`src/rtl/axil_pkg.sv`:
```
// axil_pkg: shared AXI-Lite response/protection types and the bridge state encoding
package axil_pkg;
  typedef logic [1:0] axi_resp_t;
  typedef logic [2:0] axi_prot_t;
  localparam axi_resp_t RESP_OKAY   = 2'b00;
  localparam axi_resp_t RESP_EXOKAY = 2'b01;
  localparam axi_resp_t RESP_SLVERR = 2'b10;
  localparam axi_resp_t RESP_DECERR = 2'b11;
  typedef enum logic [2:0] {IDLE, WADDR_DATA, WRESP, RADDR, RDATA, RSP} axim_state_t;
  function automatic logic [15:0] sat_inc(input logic [15:0] v, input logic en);
    return (en && v != 16'hFFFF) ? v + 16'd1 : v;
  endfunction
endpackage

```
`src/rtl/axil_master_bridge_if.sv`:
```
// axil_master_bridge_if: AXI4-Lite bus between the bridge (master) and a register slave
interface axil_master_bridge_if import axil_pkg::*; #(
  parameter int ADDR_WIDTH = 4,
  parameter int DATA_WIDTH = 32
);
  logic [ADDR_WIDTH-1:0]   awaddr;
  logic                    awvalid;
  logic                    awready;
  axi_prot_t               awport;
  logic [DATA_WIDTH-1:0]   wdata;
  logic [DATA_WIDTH/8-1:0] wstrb;
  logic                    wvalid;
  logic                    wready;
  axi_resp_t               bresp;
  logic                    bvalid;
  logic                    bready;
  logic [ADDR_WIDTH-1:0]   araddr;
  logic                    arvalid;
  logic                    arready;
  axi_prot_t               arport;
  logic [DATA_WIDTH-1:0]   rdata;
  axi_resp_t               rresp;
  logic                    rvalid;
  logic                    rready;
  modport master (
    output awaddr, awvalid, awport, wdata, wstrb, wvalid, bready, araddr, arvalid, arport, rready,
    input  awready, wready, bresp, bvalid, arready, rdata, rresp, rvalid
  );
  modport slave (
    input  awaddr, awvalid, awport, wdata, wstrb, wvalid, bready, araddr, arvalid, arport, rready,
    output awready, wready, bresp, bvalid, arready, rdata, rresp, rvalid
  );
endinterface

```
`src/rtl/axil_master_bridge.sv`:
```
// axil_master_bridge: single-outstanding cmd/rsp to AXI-Lite master; AXIL_MASTER_BRIDGE_STATS_EN adds rsp counters
module axil_master_bridge import axil_pkg::*; #(
  parameter int        ADDR_WIDTH   = 4,
  parameter int        DATA_WIDTH   = 32,
  parameter axi_prot_t PROT_DEFAULT = 3'b000
) (
  input  logic                    m_axi_aclk,
  input  logic                    m_axi_aresetn,
  input  logic                    cmd_valid,
  output logic                    cmd_ready,
  input  logic                    cmd_write,
  input  logic [ADDR_WIDTH-1:0]   cmd_addr,
  input  logic [DATA_WIDTH-1:0]   cmd_wdata,
  input  logic [DATA_WIDTH/8-1:0] cmd_wstrb,
  input  logic                    cmd_prot_ovr,
  input  axi_prot_t               cmd_prot,
  output logic                    rsp_valid,
  input  logic                    rsp_ready,
  output logic                    rsp_write,
  output axi_resp_t               rsp_resp,
  output logic [DATA_WIDTH-1:0]   rsp_rdata,
`ifdef AXIL_MASTER_BRIDGE_STATS_EN
  input  logic                    stat_clr,
  output logic [15:0]             stat_wr_cnt,
  output logic [15:0]             stat_rd_cnt,
  output logic [15:0]             stat_err_cnt,
`endif
  axil_master_bridge_if.master    m_axi
);
  axim_state_t             state;
  logic [ADDR_WIDTH-1:0]   addr_q;
  logic [DATA_WIDTH-1:0]   wdata_q;
  logic [DATA_WIDTH/8-1:0] wstrb_q;
  axi_prot_t               prot_q;
  assign m_axi.awaddr = addr_q;
  assign m_axi.araddr = addr_q;
  assign m_axi.wdata  = wdata_q;
  assign m_axi.wstrb  = wstrb_q;
  assign m_axi.awport = prot_q;
  assign m_axi.arport = prot_q;
  always_ff @(posedge m_axi_aclk or negedge m_axi_aresetn) begin
    if (!m_axi_aresetn) begin
      state         <= IDLE;
      cmd_ready     <= 1'b0;
      m_axi.awvalid <= 1'b0;
      m_axi.wvalid  <= 1'b0;
      m_axi.bready  <= 1'b0;
      m_axi.arvalid <= 1'b0;
      m_axi.rready  <= 1'b0;
      addr_q        <= '0;
      wdata_q       <= '0;
      wstrb_q       <= '0;
      prot_q        <= '0;
      rsp_valid     <= 1'b0;
      rsp_write     <= 1'b0;
      rsp_resp      <= '0;
      rsp_rdata     <= '0;
    end else begin
      case (state)
        IDLE: begin
          cmd_ready <= 1'b1;
          if (cmd_valid && cmd_ready) begin
            cmd_ready     <= 1'b0;
            addr_q        <= cmd_addr;
            wdata_q       <= cmd_wdata;
            wstrb_q       <= cmd_wstrb;
            prot_q        <= cmd_prot_ovr ? cmd_prot : PROT_DEFAULT;
            rsp_write     <= cmd_write;
            m_axi.awvalid <= cmd_write;
            m_axi.wvalid  <= cmd_write;
            m_axi.arvalid <= !cmd_write;
            state         <= cmd_write ? WADDR_DATA : RADDR;
          end
        end
        WADDR_DATA: begin
          // AW and W retire independently; bready waits for both
          if (m_axi.awready) m_axi.awvalid <= 1'b0;
          if (m_axi.wready) m_axi.wvalid <= 1'b0;
          if ((!m_axi.awvalid || m_axi.awready) && (!m_axi.wvalid || m_axi.wready)) begin
            m_axi.bready <= 1'b1;
            state        <= WRESP;
          end
        end
        WRESP: begin
          if (m_axi.bvalid) begin
            m_axi.bready <= 1'b0;
            rsp_resp     <= m_axi.bresp;
            rsp_rdata    <= '0;
            rsp_valid    <= 1'b1;
            state        <= RSP;
          end
        end
        RADDR: begin
          if (m_axi.arready) begin
            m_axi.arvalid <= 1'b0;
            m_axi.rready  <= 1'b1;
            state         <= RDATA;
          end
        end
        RDATA: begin
          if (m_axi.rvalid) begin
            m_axi.rready <= 1'b0;
            rsp_resp     <= m_axi.rresp;
            rsp_rdata    <= m_axi.rdata;
            rsp_valid    <= 1'b1;
            state        <= RSP;
          end
        end
        RSP: begin
          if (rsp_ready) begin
            rsp_valid <= 1'b0;
            cmd_ready <= 1'b1;
            state     <= IDLE;
          end
        end
        default: state <= IDLE;
      endcase
    end
  end
`ifdef AXIL_MASTER_BRIDGE_STATS_EN
  logic rsp_fire;
  assign rsp_fire = rsp_valid && rsp_ready;
  always_ff @(posedge m_axi_aclk or negedge m_axi_aresetn) begin
    if (!m_axi_aresetn || stat_clr) begin
      stat_wr_cnt  <= '0;
      stat_rd_cnt  <= '0;
      stat_err_cnt <= '0;
    end else begin
      stat_wr_cnt  <= sat_inc(stat_wr_cnt, rsp_fire && rsp_write);
      stat_rd_cnt  <= sat_inc(stat_rd_cnt, rsp_fire && !rsp_write);
      stat_err_cnt <= sat_inc(stat_err_cnt, rsp_fire && rsp_resp != RESP_OKAY);
    end
  end
`endif
endmodule

```
`src/flat_wrapper.sv`:
```
// flat-port wrapper written by rule: the top's interface ports become plain ports
module axil_master_bridge_flat import axil_pkg::*;
#(
  parameter int        ADDR_WIDTH   = 4,
  parameter int        DATA_WIDTH   = 32,
  parameter axi_prot_t PROT_DEFAULT = 3'b000
)
  (m_axi_aclk, m_axi_aresetn, cmd_valid, cmd_ready, cmd_write, cmd_addr, cmd_wdata, cmd_wstrb, cmd_prot_ovr, cmd_prot, rsp_valid, rsp_ready, rsp_write, rsp_resp, rsp_rdata, m_axi_awaddr, m_axi_awvalid, m_axi_awport, m_axi_wdata, m_axi_wstrb, m_axi_wvalid, m_axi_bready, m_axi_araddr, m_axi_arvalid, m_axi_arport, m_axi_rready, m_axi_awready, m_axi_wready, m_axi_bresp, m_axi_bvalid, m_axi_arready, m_axi_rdata, m_axi_rresp, m_axi_rvalid);
  axil_master_bridge_if #(.ADDR_WIDTH(ADDR_WIDTH), .DATA_WIDTH(DATA_WIDTH)) m_axi_i ();
  input  logic m_axi_aclk;
  input  logic m_axi_aresetn;
  input  logic cmd_valid;
  output logic cmd_ready;
  input  logic cmd_write;
  input  logic [ADDR_WIDTH-1:0] cmd_addr;
  input  logic [DATA_WIDTH-1:0] cmd_wdata;
  input  logic [DATA_WIDTH/8-1:0] cmd_wstrb;
  input  logic cmd_prot_ovr;
  input  axi_prot_t cmd_prot;
  output logic rsp_valid;
  input  logic rsp_ready;
  output logic rsp_write;
  output axi_resp_t rsp_resp;
  output logic [DATA_WIDTH-1:0] rsp_rdata;
  output wire logic [$bits(m_axi_i.awaddr)-1:0] m_axi_awaddr;
  output wire logic [$bits(m_axi_i.awvalid)-1:0] m_axi_awvalid;
  output wire logic [$bits(m_axi_i.awport)-1:0] m_axi_awport;
  output wire logic [$bits(m_axi_i.wdata)-1:0] m_axi_wdata;
  output wire logic [$bits(m_axi_i.wstrb)-1:0] m_axi_wstrb;
  output wire logic [$bits(m_axi_i.wvalid)-1:0] m_axi_wvalid;
  output wire logic [$bits(m_axi_i.bready)-1:0] m_axi_bready;
  output wire logic [$bits(m_axi_i.araddr)-1:0] m_axi_araddr;
  output wire logic [$bits(m_axi_i.arvalid)-1:0] m_axi_arvalid;
  output wire logic [$bits(m_axi_i.arport)-1:0] m_axi_arport;
  output wire logic [$bits(m_axi_i.rready)-1:0] m_axi_rready;
  input wire logic [$bits(m_axi_i.awready)-1:0] m_axi_awready;
  input wire logic [$bits(m_axi_i.wready)-1:0] m_axi_wready;
  input wire logic [$bits(m_axi_i.bresp)-1:0] m_axi_bresp;
  input wire logic [$bits(m_axi_i.bvalid)-1:0] m_axi_bvalid;
  input wire logic [$bits(m_axi_i.arready)-1:0] m_axi_arready;
  input wire logic [$bits(m_axi_i.rdata)-1:0] m_axi_rdata;
  input wire logic [$bits(m_axi_i.rresp)-1:0] m_axi_rresp;
  input wire logic [$bits(m_axi_i.rvalid)-1:0] m_axi_rvalid;
  assign m_axi_awaddr = m_axi_i.awaddr;
  assign m_axi_awvalid = m_axi_i.awvalid;
  assign m_axi_awport = m_axi_i.awport;
  assign m_axi_wdata = m_axi_i.wdata;
  assign m_axi_wstrb = m_axi_i.wstrb;
  assign m_axi_wvalid = m_axi_i.wvalid;
  assign m_axi_bready = m_axi_i.bready;
  assign m_axi_araddr = m_axi_i.araddr;
  assign m_axi_arvalid = m_axi_i.arvalid;
  assign m_axi_arport = m_axi_i.arport;
  assign m_axi_rready = m_axi_i.rready;
  assign m_axi_i.awready = m_axi_awready;
  assign m_axi_i.wready = m_axi_wready;
  assign m_axi_i.bresp = m_axi_bresp;
  assign m_axi_i.bvalid = m_axi_bvalid;
  assign m_axi_i.arready = m_axi_arready;
  assign m_axi_i.rdata = m_axi_rdata;
  assign m_axi_i.rresp = m_axi_rresp;
  assign m_axi_i.rvalid = m_axi_rvalid;
  axil_master_bridge #(.ADDR_WIDTH(ADDR_WIDTH), .DATA_WIDTH(DATA_WIDTH), .PROT_DEFAULT(PROT_DEFAULT)) u_core (.m_axi_aclk(m_axi_aclk), .m_axi_aresetn(m_axi_aresetn), .cmd_valid(cmd_valid), .cmd_ready(cmd_ready), .cmd_write(cmd_write), .cmd_addr(cmd_addr), .cmd_wdata(cmd_wdata), .cmd_wstrb(cmd_wstrb), .cmd_prot_ovr(cmd_prot_ovr), .cmd_prot(cmd_prot), .rsp_valid(rsp_valid), .rsp_ready(rsp_ready), .rsp_write(rsp_write), .rsp_resp(rsp_resp), .rsp_rdata(rsp_rdata), .m_axi(m_axi_i));
endmodule
```
`config.mk`:
```
export PLATFORM = sky130hd
export DESIGN_NAME = axil_master_bridge_flat
export DESIGN_NICKNAME = d
export VERILOG_FILES = /design/src/rtl/axil_pkg.sv /design/src/rtl/axil_master_bridge_if.sv /design/src/rtl/axil_master_bridge.sv /design/src/flat_wrapper.sv
export SDC_FILE = /design/constraint.sdc
export NUM_CORES = 1
export LEC_CHECK = 0
export ABC_AREA = 1
export BUFFER_PORTS_ARGS = -buffer_cell sky130_fd_sc_hd__buf_2
export CAP_MARGIN = 5
export CORE_UTILIZATION = 46
export DETAILED_ROUTE_END_ITERATION = 12
export GPL_TIMING_DRIVEN = 0
export MAX_ROUTING_LAYER = met4
export PLACE_DENSITY = 0.91
export SYNTH_ARGS = -nofsm -noshare
export SYNTH_HDL_FRONTEND = slang
export SYNTH_SLANG_ARGS = --single-unit
```
`constraint.sdc`:
```
create_clock -name m_axi_aclk -period 1.4 [get_ports m_axi_aclk]
set_input_delay 0.14 -clock m_axi_aclk [delete_from_list [all_inputs] [get_ports m_axi_aclk]]
set_output_delay 0.14 -clock m_axi_aclk [all_outputs]
set_load 0.01 [all_outputs]
```
==> flow_summary.toml, run 1 <==
[outcome]
status = "finished with violations"
violations = "setup timing"

[synth]
netlist_area_sq_mm = 0.00368
yosysTopAreaCell = "dfrtp_1"
synth_fp_nets = 517
seq_area_frac_synth = 0.598
synth_top_cell_area_share = 0.598
synth_area_leaders = "dfrtp_1, nand2_1, inv_1"
synthCells = 427
syn_avg_cell_area_sq_um = 8.62
synth_warnings = 0
synth-seq-cells = 88
netlist-cell-type-count = 20

[detailed_routing]
final_antenna_net_count = 0
first_iter_violations = 178
totalWireLength_mm = 12.7
drtPass1Iterations = 5
routed_via_density = 5.06
drc = 0
vias = 3958
wl_per_cell_um = 16.2

[die]
io_pins = 182
row_count = 32
initial_core_util = 0.477
core-area_sq_mm = 0.00773
die_w_um = 91.5
dieHeight_um = 91.5
die_area_sq_mm = 0.00837

[cts]
clock_sink_count = 88
numCtsBuffers = 9
cts_tree = "built"
cts_root_buf = "clkbuf_8"
clk_pin_slew_ns = 0.09
cts.path.max_buffers = 2
htreeDepth = 3
clk_latency_ns = 0.34

[cells_and_area]
layout_common_cells = "buf_2, nand2_1, dfrtp_1"
area_delta_synth_final_pct = 60.8
final_common_cell = "buf_2"
multiInputGateArea_sq_mm = 0.00140
nets = 766
antennaDiodeCount = 0
fin_cells = 782
layout-drive-gt1-share = 0.475
fillCellCount = 491
seqCellArea_sq_mm = 0.00220
stdcell_area_sq_mm = 0.00592

[power]
p_leak_uw = 0.00345
power_density_mw_per_mm2 = 2260
ir_drop_mv = 1.17

[sta]
period_share = 1.07
fmax_ghz = 0.666
hold_viol = 0
relSlewSlack = 0.621
report.final.slew_viol_count = 0
finalSetupViolCount = 66
fin_hold_ws_ns = 0.0145
clock_skew_ns = 0.0122
tns_ns = -1.75
fin_ws_ns = -0.102
fin_crit_ns = 1.50
rsz0062_at_grt = "true"
tightest_slew_ns = 0.569

[run]
maxCapViolCount = 0

[worst_setup_path]
crit_chain = "nor2_4 -> nand2_4 -> nor2_4 -> inv_4 -> buf_6 -> nand2_1 -> nand2_1"
slowest_delay_ns = 0.44
crit_arrival_ns = 1.72
crit_path_max_fanout = 10
critPathLaunchType = "register"
worstSetupPathType = "register to register"
worstSetupEndpointType = "register"
crit_buf_inv = 2
path_delay_family = "simple AND/OR/NAND/NOR gates"
cp.required_ns = 1.62
crit_path_top_delay_cell = "dfrtp_2"

[global_route]
globalRouteOverflowTotal = 0
grt_usage = 0.268
grt_max_degree = 47
grt_pass1_wl_mm = 17.1
grt_pass1_vias = 3677
antenna_found_initial = 0

[hold_path]
hp-class = "input port to register"

[placement]
placed_area_sq_mm = 0.00474
dp.cells = 711
numPortBuffers = 181
gp_congestion = 0.847
dp_hpwl_mm = 6.74
[per-stage QoR]
stage	power (uW)	worst slack (ns)	util
global route	14100	-0.160	0.766
CTS	11800	-0.0113	0.705
floorplan	7160	0.115	-
global placement	8890	-0.498	0.610
finish	13400	-0.102	0.766
detailed placement	9130	-0.146	0.613
[cells by family after synthesis]
family,Yosys count,synth area share
AND/OR/NAND/NOR,226,0.246
flip-flops,88,0.598
buffers and inverters,70,0.0979
AO/OA/AOI/OAI,43,0.0584
[metal layers]
metal	routed length, um	up-vias	share of wire	track usage
met4	613	0	0.048	0.104
met1	4580	1839	0.36	0.320
met2	6410	270	0.51	0.453
met3	1060	63	0.084	0.0452
li1	-	1786	-	-
met5	0	-	0	-
[synth_stat cells]
cell / instances
o21ai_1: 8
buf_4: 7
nand3_1: 11
nand2_4: 1
dfrtp_1: 88
inv_2: 3
nor2_1: 5
nor2_4: 3
clkbuf_1: 3
nand3b_1: 1
buf_6: 4
a21oi_1: 2
nand4_1: 1
nand2_1: 201
nor3_1: 1
buf_8: 3
nand2_2: 2
inv_1: 44
buf_2: 6
o21ai_0: 33
[worst reg2reg max path, stage by stage, from the launching register on]
cell and delay, ns:
dfrtp_2 0.44, nor2_4 0.20, nand2_4 0.08, nor2_4 0.19, inv_4 0.10, buf_6 0.16
nand2_1 0.11, nand2_1 0.10
[flip-flops by register name (all words and copies together) (netlist names), 2 cells and up]
register             flops
u_core.rsp_rdata        32
u_core.rsp_resp          2
u_core.state             3
u_core.m_axi.wstrb       4
u_core.m_axi.arport      3
u_core.m_axi.araddr      4
u_core.m_axi.wdata      32
[what timing repair did]
action                                  4_1_cts  5_1_grt
gates cloned                                  2        6
hold buffers                                 30        0
resized for setup                            18      120
pin swaps                                     6       19
endpoints found under the hold margin        71        0
endpoints found under the setup margin       73       78
setup buffers                                12        6
[where the power goes]
part	internal (uW)	switching, uW
Combinational	3090	3710
Sequential	3690	820
Clock	1180	882
Total	7960	5410
[worst paths after layout]
check                                  startpoint                endpoint  slack [ns]  depth (start not counted)
hold / removal                      cmd_wdata[26]  u_core.m_axi.wdata[26]        0.01                          3
max in group asynchronous           m_axi_aresetn         u_core.state[0]        0.41                          3
setup / recovery                  u_core.state[1]  u_core.m_axi.wdata[18]       -0.10                          7
hold reg to reg            u_core.m_axi.wdata[15]  u_core.m_axi.wdata[15]        0.49                          2
setup reg to reg                  u_core.state[1]  u_core.m_axi.wdata[18]       -0.10                          7
min in group asynchronous           m_axi_aresetn  u_core.m_axi.araddr[3]        0.34                          2
[final cells by class]
cell class | count | share of cell area
flip-flops and latches | 88 | 0.372
inverters | 47 | 0.0311
well taps | 102 | 0.0216
multi-input cells | 270 | 0.237
plain buffers | 23 | 0.0401
clock buffers | 10 | 0.0216
repair buffers | 237 | 0.259
clock inverters | 5 | 0.0180
Note: power is estimated with default switching activity, not from simulation.
==> run 2, diff against run 1 <==
--- a/config.mk
+++ b/config.mk
@@ -13,6 +13,7 @@
 export GPL_TIMING_DRIVEN = 0
 export MAX_ROUTING_LAYER = met4
 export PLACE_DENSITY = 0.91
+export REMOVE_ABC_BUFFERS = 1
 export SYNTH_ARGS = -nofsm -noshare
 export SYNTH_HDL_FRONTEND = slang
 export SYNTH_SLANG_ARGS = --single-unit
==> flow_summary.toml, run 2 (synthesis results as in run 1) <==
[outcome]
status = "finished with violations"
violations = "setup timing"

[cts]
clk_latency_ns = 0.34
cts.path.max_buffers = 2
cts_tree = "built"
cts_root_buf = "clkbuf_8"
htreeDepth = 3
clk_pin_slew_ns = 0.09
numCtsBuffers = 9
clock_sink_count = 88

[global_route]
globalRouteOverflowTotal = 0
grt_usage = 0.273
grt_pass1_wl_mm = 17.3
antenna_found_initial = 0
grt_pass1_vias = 3612
grt_max_degree = 55

[run]
maxCapViolCount = 0

[hold_path]
hp-class = "input port to register"

[detailed_routing]
final_antenna_net_count = 0
wl_per_cell_um = 15.0
drc = 0
drtPass1Iterations = 6
vias = 3731
totalWireLength_mm = 11.5
routed_via_density = 4.88
first_iter_violations = 168

[die]
core-area_sq_mm = 0.00773
initial_core_util = 0.477
die_area_sq_mm = 0.00837
row_count = 32
die_w_um = 91.5
dieHeight_um = 91.5
io_pins = 182

[power]
p_leak_uw = 0.00327
ir_drop_mv = 0.967
p_total_uw = 12400
power_density_mw_per_mm2 = 2180

[sta]
fin_crit_ns = 1.46
period_share = 1.04
hold_viol = 0
clock_skew_ns = 0.0131
tightest_slew_ns = 0.475
finalSetupViolCount = 48
relSlewSlack = 0.684
fin_ws_ns = -0.0613
report.final.slew_viol_count = 0
fmax_ghz = 0.684
rsz0062_at_grt = "true"

[worst_setup_path]
worstSetupEndpointType = "register"
crit_arrival_ns = 1.71
worstSetupPathType = "register to register"
critPathLaunchType = "register"
cp.required_ns = 1.65
crit_path_max_fanout = 8

[cells_and_area]
layout-drive-gt1-share = 0.415
antennaDiodeCount = 0
nets = 748
fillCellCount = 505
area_delta_synth_final_pct = 54.7
multiInputGateArea_sq_mm = 0.00141
layout_common_cells = "buf_2, nand2_1, dfrtp_1"
fin_cells = 764
seqCellArea_sq_mm = 0.00221
final_common_cell = "buf_2"

[placement]
dp.cells = 688
gp_congestion = 0.895
numPortBuffers = 181
dp_hpwl_mm = 6.09
run 2: per-stage QoR:
step	hold WS [ns]	cell area (sq um)	setup slack (ns)	utilization	setup TNS, ns
2_1_floorplan	-0.156	3500	-0.580	-	-28.29
3_3_place_gp	0.338	4530	-1.17	0.586	-111.92
3_5_place_dp	0.127	4560	-1.21	0.590	-72.91
4_1_cts	0.00134	5430	-0.0129	0.703	-0.0355
5_1_grt	0.00173	5700	-0.117	0.737	-5.66
6_report	0.00401	5700	-0.0613	0.737	-0.916
run 2: worst paths after layout:
path,start,end,slack (ns),cells after the start
min in group asynchronous,m_axi_aresetn,u_core.rsp_rdata[20],0.28,2
worst min register to register,u_core.m_axi.wdata[24],u_core.m_axi.wdata[24],0.47,2
max in group asynchronous,m_axi_aresetn,u_core.state[1],0.49,3
worst max-delay path,u_core.state[1],u_core.rsp_resp[0],-0.06,9
worst max register to register,u_core.state[1],u_core.rsp_resp[0],-0.06,9
worst min-delay path,cmd_wdata[23],u_core.m_axi.wdata[23],0.004,3
run 2: cell type report:
class                      count  share of cell area
sequential                    88               0.387
inverter                      47              0.0360
clock inverter                 5              0.0143
timing repair buffer         234               0.264
clock buffer                  10              0.0242
multi-input combinational    277               0.248
timing repair inverter         1             0.00351
tap                          102              0.0224
run 2: what timing repair did:
item,CTS,global route
gates resized for setup,29,62
cloned,7,3
endpoints found under the hold margin,67,1
hold buffers,34,1
pin swaps,10,13
endpoints found under the setup margin,87,86
setup buffers,12,4
run 2: where the power goes:
part	switching, uW	internal (uW)
combinational	3610	2470
sequential	737	3690
clock	873	1040
run 2: layer usage:
| layer | share of wire | global-route usage | vias to the layer above |
|---|---|---|---|
| met2 | 0.52 | 0.471 | 199 |
| met1 | 0.39 | 0.321 | 1749 |
| li1 | - | - | 1756 |
| met3 | 0.066 | 0.0477 | 27 |
| met5 | 0 | - | - |
| met4 | 0.022 | 0.0952 | 0 |
run 2: worst max-delay path, cell delays in order, from the launching register on:
cell and delay [ns]:
dfrtp_2 0.46, nor2_4 0.14, buf_12 0.13, nand3b_1 0.12
nand2_2 0.16, inv_8 0.10, nand2_8 0.13, inv_4 0.04
nand2_2 0.05, nand2_2 0.04
